<file path="src/rtl/xgmm_wr_sched.sv">
// Memory-side scheduler: drains the XGRI pattern/attribute write FIFOs into VRAM and
// shares the single SDRAM port with display fetch reads.
module xgmm_wr_sched #(
  parameter int unsigned MEM_AW     = 16,
  parameter int unsigned ATTR_BASE  = 32'h0000_C000,
  parameter int unsigned STARVE_MAX = 8
) (
  input  logic              clk_sys,
  input  logic              rst_n,
  input  logic              p_empty,
  input  logic [15:0]       p_data,
  input  logic [11:0]       par,
  output logic              p_pop,
  input  logic              a_empty,
  input  logic [15:0]       a_data,
  input  logic [12:0]       aar,
  output logic              a_pop,
  input  logic              disp_req,
  input  logic [MEM_AW-1:0] disp_addr,
  output logic              disp_gnt,
  output logic              mem_req,
  output logic              mem_we,
  output logic [MEM_AW-1:0] mem_addr,
  output logic [15:0]       mem_wdata,
  input  logic              mem_ack,
  output logic              busy
);

  localparam int unsigned CntW = $clog2(STARVE_MAX + 1);

  typedef enum logic [2:0] {
    StIdle, StPIssue, StPPop, StPSettle, StAIssue, StAPop, StASettle, StDIssue
  } state_e;

  state_e          state_q, state_d;
  logic [1:0]      p_idx_q, p_idx_d;
  logic            last_wr_q, last_wr_d;  // 1 = attribute write went last
  logic [CntW-1:0] disp_cnt_q, disp_cnt_d;
  logic            wr_pend;
  logic            disp_ok;

  assign wr_pend = ~p_empty | ~a_empty;
  assign disp_ok = disp_cnt_q < CntW'(STARVE_MAX);
  assign busy    = (state_q != StIdle);

  always_comb begin
    state_d   = state_q;
    last_wr_d = last_wr_q;
    p_pop     = 1'b0;
    a_pop     = 1'b0;
    disp_gnt  = 1'b0;
    mem_req   = 1'b0;
    mem_we    = 1'b0;
    mem_addr  = '0;
    mem_wdata = '0;
    unique case (state_q)
      StIdle: begin
        if (disp_req && disp_ok) begin
          state_d = StDIssue;
        end else if (!p_empty && (a_empty || last_wr_q)) begin
          state_d = StPIssue;
        end else if (!a_empty) begin
          state_d = StAIssue;
        end else if (disp_req) begin
          state_d = StDIssue;
        end
      end
      StPIssue: begin
        mem_req   = 1'b1;
        mem_we    = 1'b1;
        mem_addr  = MEM_AW'({par, p_idx_q});
        mem_wdata = p_data;
        if (mem_ack) state_d = StPPop;
      end
      StPPop: begin
        p_pop   = 1'b1;
        state_d = StPSettle;
      end
      StPSettle: begin
        // Burst ends on word 3 or when the FIFO runs dry; otherwise keep the port.
        if (p_idx_q == 2'd0 || p_empty) begin
          last_wr_d = 1'b0;
          state_d   = StIdle;
        end else begin
          state_d = StPIssue;
        end
      end
      StAIssue: begin
        mem_req   = 1'b1;
        mem_we    = 1'b1;
        mem_addr  = MEM_AW'(ATTR_BASE) + MEM_AW'(aar);
        mem_wdata = a_data;
        if (mem_ack) state_d = StAPop;
      end
      StAPop: begin
        a_pop   = 1'b1;
        state_d = StASettle;
      end
      StASettle: begin
        last_wr_d = 1'b1;
        state_d   = StIdle;
      end
      StDIssue: begin
        mem_req  = 1'b1;
        mem_addr = disp_addr;
        if (mem_ack) begin
          disp_gnt = 1'b1;
          state_d  = StIdle;
        end
      end
      default: state_d = StIdle;
    endcase
  end

  always_comb begin
    disp_cnt_d = disp_cnt_q;
    if (state_q == StDIssue && mem_ack && wr_pend && disp_cnt_q != CntW'(STARVE_MAX)) begin
      disp_cnt_d = disp_cnt_q + 1'b1;
    end
    // POP always leads into SETTLE, so clearing here is clearing on SETTLE entry.
    if (state_q == StPPop || state_q == StAPop || !wr_pend) begin
      disp_cnt_d = '0;
    end
  end

  always_comb begin
    p_idx_d = p_idx_q;
    if (p_empty) begin
      p_idx_d = 2'd0;
    end else if (state_q == StPPop) begin
      p_idx_d = p_idx_q + 2'd1;
    end
  end

  always_ff @(posedge clk_sys or negedge rst_n) begin
    if (!rst_n) begin
      state_q    <= StIdle;
      p_idx_q    <= 2'd0;
      last_wr_q  <= 1'b1;
      disp_cnt_q <= '0;
    end else begin
      state_q    <= state_d;
      p_idx_q    <= p_idx_d;
      last_wr_q  <= last_wr_d;
      disp_cnt_q <= disp_cnt_d;
    end
  end

endmodule
</file>
<file path="config.mk">
export PLATFORM = sky130hd
export DESIGN_NAME = xgmm_wr_sched
export DESIGN_NICKNAME = d
export VERILOG_FILES = /design/src/rtl/xgmm_wr_sched.sv
export SDC_FILE = /design/constraint.sdc
export NUM_CORES = 1
export LEC_CHECK = 0
export ABC_AREA = 1
export CAP_MARGIN = 20
export CORE_ASPECT_RATIO = 0.5
export CORE_MARGIN = 1
export CORE_UTILIZATION = 32
export DETAILED_ROUTE_END_ITERATION = 10
export PLACE_DENSITY_LB_ADDON = 0.3
export SYNTH_ARGS = -nofsm -noshare
export SYNTH_HDL_FRONTEND = slang
export SYNTH_SLANG_ARGS = --single-unit
export TNS_END_PERCENT = 5
</file>
<file path="constraint.sdc">
create_clock -name clk_sys -period 2.3 [get_ports clk_sys]
set_input_delay 0.46 -clock clk_sys [delete_from_list [all_inputs] [get_ports clk_sys]]
set_output_delay 0.46 -clock clk_sys [all_outputs]
set_load 0.01 [all_outputs]
</file>
# Word level (Yosys, flattened, before mapping)
# Cells that the tools add are included.
# op_classes
addsub	3
order_cmp	1
n_eq_ne	13
mux	23
n_bitwise	3
n_reduce_logical	21
# ops
op	count
$pmux W16 S3	1
$pmux W16 S2	1
$pmux W3 S8	1
$mux W3	7
$add A15 B14 Y16 const A	1
$eq A3 B3 Y1 const B	4
$mux W1	8
$mux W4	2
$ne A2 B2 Y1 const B	4
$eq A3 B2 Y1 const B	2
$reduce_bool A2 Y1	3
$logic_and A1 B1 Y1	5
$ne A5 B5 Y1 const B	1
$add A4 B1 Y4 const B	1
$logic_or A1 B1 Y1	4
$lt A4 B4 Y1 const B	1
$mux W2	2
$ne A4 B4 Y1 const B	1
$reduce_and A4 Y1	1
$eq A3 B1 Y1 const B	1
$logic_not A3 Y1	1
$reduce_bool A3 Y1	1
$reduce_or A3 Y1	1
$add A2 B1 Y2 const B	1
7 further kinds	9
# word_totals
register_bits	10
in_bits	79
out_inout_bits	38
word_cells	68

# Longest topological paths before layout
# Gate-level depths: netlist (run 1).
# depth
ltp_word	6
ltp_mapped	9

# Worst setup path after synthesis (run 1)
# No wires, ideal clock.
# synth_timing
path_type	register to output
start	register state_q[1]
end	output port mem_addr[4]
arrival_time_ns	1.164
required_ns	1.840
path_slack_ns	0.676
stages_incl_launch_ff	9
path_cell_list	dfrtp_1 -> buf_4 -> nor2_2 -> nand2_2 -> inv_2 -> buf_6 -> buf_6 -> nand2_1 -> nand3_1
# synth_via
elab_chain_cells	2
# synth_rtl
item	line_no	source
start, declared	35	state_e state_q, state_d;
start signal, assigned	137	state_q <= StIdle;
start signal, assigned	142	state_q <= state_d;
$eq A3 B3 Y1 / $eq A3 B1 Y1 (equally long branches)	56	unique case (state_q)
$pmux W16 S3 *	56	
end, declared	23	output logic [MEM_AW-1:0] mem_addr,
# Every way passes the cells marked *; elsewhere a longest branch is shown, timed or not.

# Worst setup path in the final report (run 1)
# layout_timing
start	register state_q[0]
end	output port mem_wdata[7]
# layout_via
elab_chain_cells	2
# layout_rtl
item	line_no	source
$eq A3 B3 Y1 / $eq A3 B1 Y1 (equally long branches)	56	
$pmux W16 S2 *	56	
end, declared	24	output logic [15:0] mem_wdata,
# Marks and branches as above.

==> impl_results.md, run 1 <==
* Critical path class: reg -> out
* Top cells by area, synth: nand2_1 (21%), dfrtp_1 (19%), a22o_1 (13%)
* Slowest CP cell: clkdlybuf4s50_1
* Pin count of the biggest net entering global routing at 29
* Post-DP HPWL at 3.72 mm
* Wire length on met2 at 2.47 mm
* Simple-gate share of the synthesized area at 0.417
* Delay-heaviest family, CP: buffers and inverters
* Worst setup path end: mem_wdata[7]
* Worst r2r src: state_q[2]$_DFFE_PN0P_
* Vias in the first global route at 1,408
* CTS Root Cell: clkbuf_8
* Post-DRT Antenna Nets at 0
* Clock sink count at 10
* Synth Instances at 185
* FMAX at 442 MHz
* Post-synth ARST share at 1.00
* Core footprint at approximately 3500 um^2
* P per Cell Area at 884 nW/um^2
* Clk slew on worst S/H paths at about 0.050 ns
* DR WL/cell at about 13 um
* Port bufs at between 100 and 150
* RSZ-0062 raised after global routing: yes
* Avg Inst Size Synth at about 6.3 um^2
* Vias per inst at approximately 4.7
* Fin crit share at 0.983
* Syn nets at 267
* M1 WL at 1.97 mm
* Clock Tree Buf Depth at 2
* Clock Latency Late Sink at 0.23 ns
* Total CTS buffers at 3
* Via count at 1,665
* R2r setup slk at 0.98 ns
* Sequential element share of the synthesized area at 0.217
* Synthesis-stage register bit count at 10
* Final hold vios at 0
* Critical Path, Cell by Cell: nor2_4 -> nand2_2 -> inv_2 -> buf_12 -> a22o_1 -> clkdlybuf4s50_1
* Total Routing Usage GR at 0.222
* Mux share of post-synthesis cell area at 0
* Post-synth EDFFs at 0
* Synth Area in Compound Gates at 0.192
* Synth area leader: nand2_1
* Count leader, synth: nand2_1
* Endpoint class of the critical path: output port
* Post-Syn Area at 1160 um^2
* Synth top area share at 0.213
* XOR/XNOR Fraction of Synth Area at 0.0151
* RR Endpoint: disp_cnt_q[2]$_DFFE_PN0P_
* Post-CTS Hold Fix Bufs at 0
* Highest metal used: met4
* Worst path bufs/invs at 3
* Overall power at 2.21 mW
* Most common library cells after synthesis: nand2_1 (66), nand3_1 (22), a22o_1 (17)
* Clock skew at 0.0108 ns
* Ys flop type: dfrtp_1
* Gr ovfl total at 0
* Gp weighted congestion at 0.876
* R2R cell count at 7
* Maximum VDD drop at 605 uV
* Tmin final at 2.26 ns
* H-tree levels at 1
* Fin nets at 387
* Die Wd at 87.2 um
* Maximum Capacitance Violations at 0
* Fraction of layout cells with a size suffix above 1 at 0.0921
* Largest family of logic cells by synthesized area: simple AND/OR/NAND/NOR gates
* Diodes inserted at 0
* Cell variety after synth at 27
* Syn-to-layout area delta at 115%
* Pleak at 1.47 nW
* Critical path launch point: state_q[0]$_DFFE_PN0P_
* Adder-Cell Fraction of Synth Area at 0.0323
* Crit path max fanout at 16
* First DRT Iteration DRCs at 65
* First-pass GRT wire length at 6.76 mm
* Antenna violations before repair at 0
* Critical Path Max Stage Delay at around 0.55 ns
* Synth warn at 0
* Full die area at 3890 um^2
* Crit path DAT at 1.80 ns
* I/O Pins at 117
* Met3 wire length at 287 um
* Final Hold Slack at 0.543 ns
* Number of detailed-route iterations in the first pass at 4
* Final Max Tran Viols at 0
* Crit path depth at 6
* Worst-Margin Slew at 0.456 ns
* Worst hold path class: in -> async
* TritonCTS clock tree: yes
* Initial Utilization at 0.336
* DRC Markers at 0
* FP Rows at 15
* Critical path startpoint category: flip-flop
* Final Setup Violations at 0
* WP data required at 1.84 ns
* Routed WL at roughly 4.8 mm
* Relative slew slack at 0.695
* Die Y at 44.6 um
* Outcome: finished, final reports clean
-- kinds of logic after synthesis --
group                      after synthesis
and+or+nand+nor                        109
buffers and inverters                   31
AOI/OAI and AO/OA                       30
DFF                                     10
adders and majority gates                3
xor gates and xnor gates                 2
-- placed cells by master, fill, tap and decap left out, drive strengths merged --
master / synthesis / final
clkbuf: 0 / 4
dlymetal6s2s: 0 / 21
ha: 3 / 3
clkdlybuf4s50: 0 / 87
inv: 23 / 22
o31ai: 1 / 1
buf: 7 / 6
nand2: 68 / 68
a22o: 17 / 17
clkinv: 1 / 2
nor2: 15 / 15
dfstp: 1 / 1
xor2: 1 / 1
dlygate4sd2: 0 / 8
a21oi: 2 / 2
o211ai: 2 / 2
o22ai: 1 / 1
xnor2: 1 / 1
nand3: 26 / 26
dfrtp: 9 / 9
o21ai: 7 / 7
-- how the worst min path moves through the flow --
| stage | endpoint | slack (ns) | cells after the start |
|---|---|---|---|
| after CTS | disp_cnt_q[3]$_DFFE_PN0P_ | 0.55 | 1 |
| after global routing | disp_cnt_q[1]$_DFFE_PN0P_ | 0.58 | 1 |
| after floorplan | disp_cnt_q[0]$_DFFE_PN0P_ | 0.16 | 0 |
| final | disp_cnt_q[1]$_DFFE_PN0P_ | 0.54 | 1 |
| after detailed placement | disp_cnt_q[1]$_DFFE_PN0P_ | 0.56 | 2 |
| after global placement | disp_cnt_q[0]$_DFFE_PN0P_ | 0.55 | 2 |
-- cell type report --
type	instances	area, um^2
repair buffers	122	1260
fillers	299	953
multi-input cells	144	767
flip-flops and latches	10	254
inverters	24	105
well taps	51	63.8
clock buffers	4	45.0
-- power breakdown --
group / switching [mW] / total [mW] / internal [mW]
combinational: 0.839 / 1.70 / 0.863
clock: 0.0647 / 0.186 / 0.121
sequential: 0.0817 / 0.323 / 0.241
total: 0.985 / 2.21 / 1.23
-- flip-flops by register name, indices dropped and copies added (netlist names) --
register and cells:
disp_cnt_q 4, last_wr_q 1, state_q 3, p_idx_q 2
-- what timing repair did --
action / CTS / global route
cloned: 0 / 0
hold endpoints to repair: 0 / 0
resized for setup: 13 / 24
setup buffers: 0 / 2
pin swaps: 0 / 0
endpoints found under the setup margin: 32 / 25
-- worst register-to-register path, cell delays in order (launching register included) --
cell and delay [ns]:
dfrtp_1 0.46, nand3_2 0.12, buf_4 0.16, nor2_2 0.13
nand3_1 0.11, nand2_1 0.12, nand2_1 0.06, o21ai_1 0.09
-- stage by stage --
stage | worst slack (ns) | utilization | area (um^2) | setup TNS (ns) | cells
after floorplan | 0.676 | - | 1160 | 0 | 185
after global placement | 0.148 | 0.687 | 2370 | 0 | 349
after detailed placement | 0.104 | 0.687 | 2370 | 0 | 349
after CTS | 0.00173 | 0.701 | 2420 | 0 | 353
after global routing | -0.0489 | 0.724 | 2500 | -0.112 | 355
final | 0.0397 | 0.724 | 2500 | 0 | 355
-- routing by layer --
| metal | up-vias | global-route usage |
|---|---|---|
| li1 | 843 | - |
| met4 | 0 | 0.0787 |
| met5 | - | 0 |
| met1 | 758 | 0.270 |
| met3 | 6 | 0.0354 |
| met2 | 58 | 0.408 |
Power figures use the tool's default switching activity.
==> run 2, diff against run 1 <==
--- a/config.mk
+++ b/config.mk
@@ -8,10 +8,11 @@
 export ABC_AREA = 1
 export CAP_MARGIN = 20
 export CORE_ASPECT_RATIO = 0.5
-export CORE_MARGIN = 1
+export CORE_MARGIN = 1.5
 export CORE_UTILIZATION = 32
 export DETAILED_ROUTE_END_ITERATION = 10
 export PLACE_DENSITY_LB_ADDON = 0.3
+export SLEW_MARGIN = 10
 export SYNTH_ARGS = -nofsm -noshare
 export SYNTH_HDL_FRONTEND = slang
 export SYNTH_SLANG_ARGS = --single-unit
==> impl_results.md, run 2 (same netlist as run 1, synthesis figures left out) <==
* Final hold vios at 0 (unchanged)
* Placed Area at 2360 um^2 (-0.63%)
* Largest Register: disp_cnt_q
* Crit path DAT at 1.79 ns (about the same)
* Worst-Margin Slew at 0.471 ns (+0.0156 ns)
* TritonCTS clock tree: yes
* Endpoint class of the critical path: output port
* Vias per inst at 4.76 (+1.5%)
* Max reg flops at 4 (unchanged)
* H-tree levels at 1 (unchanged)
* Port bufs at 116 (unchanged)
* Relative slew slack at 0.685 (-0.0104)
* Critical path startpoint category: flip-flop
* Setup TNS at 0 ns (unchanged)
* RSZ-0062 raised after global routing: yes
* Fin crit share at 0.980 (-0.00246)
* Total Routing Usage GR at 0.217 (-0.00450)
* Most common cell after layout, fill and taps aside: clkdlybuf4s50_1
* Final Setup Violations at 0 (unchanged)
* FMAX at 444 MHz (+0.25%)
* CTS Root Cell: clkbuf_8
* Core footprint at 3450 um^2 (unchanged)
* Clock Tree Buf Depth at 2 (unchanged)
* I/O Pins at 117 (unchanged)
* Gp weighted congestion at 0.886 (+1.2%)
* Maximum VDD drop at 628 uV (+3.8%)
* Initial Utilization at 0.336 (unchanged)
* P per Cell Area at 878 nW/um^2 (-0.69%)
* Post-CTS Hold Fix Bufs at 0 (unchanged)
* DR WL/cell at 13.4 um (-0.81%)
* First-pass GRT wire length at 6.82 mm (+0.92%)
* FP Rows at 15 (unchanged)
* Clock sink count at 10 (unchanged)
* Post-Route Utilization at 0.717 (-0.00688)
* Non-Filler Instances at 352 (-0.85%)
* Outcome: finished, final reports clean
* Worst hold path class: in -> async
* Antenna violations before repair at 0 (unchanged)
* Die Y at 45.6 um (+2.2%)
* Post-DRT Antenna Nets at 0 (unchanged)
* Number of detailed-route iterations in the first pass at 4 (unchanged)
* Clock Latency Late Sink at 0.23 ns (about the same)
* Clock skew at 0.00640 ns (-0.00435 ns)
* Pleak at 1.44 nW (-2.5%)
* Commonest non-fill, non-tap cells in the layout: clkdlybuf4s50_1 (87), nand2_1 (66), nand3_1 (22)
* Total CTS buffers at 3 (unchanged)
* DRC Markers at 0 (unchanged)
* Gr ovfl total at 0 (unchanged)
* Clk slew on worst S/H paths at 0.05 ns (about the same)
* First DRT Iteration DRCs at 50 (-23%)
* Tmin final at 2.25 ns (-0.00565 ns)
* WP data required at 1.84 ns (about the same)
* Final Cell Area at 2480 um^2 (-0.95%)
* DP Cell Count at 347 (-0.57%)
* Top flop regs: disp_cnt_q x4, state_q x3, p_idx_q x2
* Maximum Capacitance Violations at 0 (unchanged)
* Die Wd at 88.2 um (+1.1%)
* Full die area at 4020 um^2 (+3.4%)
* Diodes inserted at 0 (unchanged)
* Fin nets at 384 (-0.78%)
* Post-DP HPWL at 3.81 mm (+2.4%)
* Final Hold Slack at 0.552 ns (+0.00857 ns)
* R2R cell count at 7 (unchanged)
* Final Max Tran Viols at 0 (unchanged)
* Worst r2r src: state_q[1]$_DFFE_PN0P_
* Via count at 1,676 (+0.66%)
* Fraction of layout cells with a size suffix above 1 at 0.0864 (-0.00573)
* Vias in the first global route at 1,517 (+7.7%)
* Routed WL at 4.70 mm (-1.7%)
* Critical path class: reg -> out
* Pin count of the biggest net entering global routing at 30 (+3.4%)
* Syn-to-layout area delta at 113%
* Critical path launch point: state_q[0]$_DFFE_PN0P_
* Crit path max fanout at 28 (+12)
==> run 2: cell count changes in the layout (fill, tap and decap cells not counted), sizes merged <==
cell          previous run  this run
dlygate4sd2              8        10
dlymetal6s2s            21        19
buf                      6         3
==> run 2: power breakdown <==
| group | switching [mW] | internal [mW] | total, mW |
|---|---|---|---|
| Combinational | 0.820 | 0.827 | 1.65 |
| Sequential | 0.0715 | 0.241 | 0.312 |
| Clock | 0.0645 | 0.150 | 0.215 |
==> run 2: routing by layer <==
metal / up-vias / wire, um / track usage
met2: 50 / 2460 / 0.438
met4: 0 / 10 / 0.0469
met3: 2 / 301 / 0.0435
met5: - / 0 / 0
li1: 839 / - / -
met1: 785 / 1930 / 0.242
==> run 2: layout make-up <==
class / instances / area, um^2
Multi-Input combinational cell: 144 / 767
Timing Repair Buffer: 119 / 1230
Clock buffer: 4 / 55.1
Tap cell: 51 / 63.8
Fill cell: 298 / 977
Sequential cell: 10 / 254
Inverter: 24 / 105
==> run 2: worst max-delay path, cell delays in order, from the launching register on <==
cell	delay (ns)
dfrtp_2	0.45
inv_2	0.13
nor2_4	0.05
nand2_4	0.12
clkinv_8	0.13
a22o_1	0.20
clkdlybuf4s50_1	0.48
==> run 2: path summary, 6_finish.rpt <==
kind / slack, ns / endpoint
hold reg to reg: 0.56 / disp_cnt_q[1]$_DFFE_PN0P_
setup reg to reg: 0.99 / disp_cnt_q[3]$_DFFE_PN0P_
min in group clk_sys: 0.56 / disp_cnt_q[1]$_DFFE_PN0P_
hold / removal: 0.55 / disp_cnt_q[3]$_DFFE_PN0P_
max in group asynchronous: 1.39 / state_q[0]$_DFFE_PN0P_
setup / recovery: 0.05 / mem_addr[13]
==> run 2: metrics by stage <==
step / power [mW] / setup slack, ns
final: 2.17 / 0.0453
after global routing: 2.35 / -0.0253
after CTS: 2.22 / -0.0107
after detailed placement: 2.02 / 0.0766
after global placement: 1.98 / 0.139
after floorplan: 1.20 / 0.676
==> run 2: repair_timing <==
| action | in CTS | in global routing |
|---|---|---|
| gates resized for setup | 16 | 20 |
| pin swaps | 0 | 0 |
| setup endpoints to repair | 32 | 22 |
| buffers inserted | 0 | 1 |
==> run 3, diff against run 2 <==
--- a/config.mk
+++ b/config.mk
@@ -6,7 +6,7 @@
 export NUM_CORES = 1
 export LEC_CHECK = 0
 export ABC_AREA = 1
-export CAP_MARGIN = 20
+export CAP_MARGIN = 25
 export CORE_ASPECT_RATIO = 0.5
 export CORE_MARGIN = 1.5
 export CORE_UTILIZATION = 32
==> results of run 3 <==
The final DEF is identical to that of run 2; final timing and power are the same.
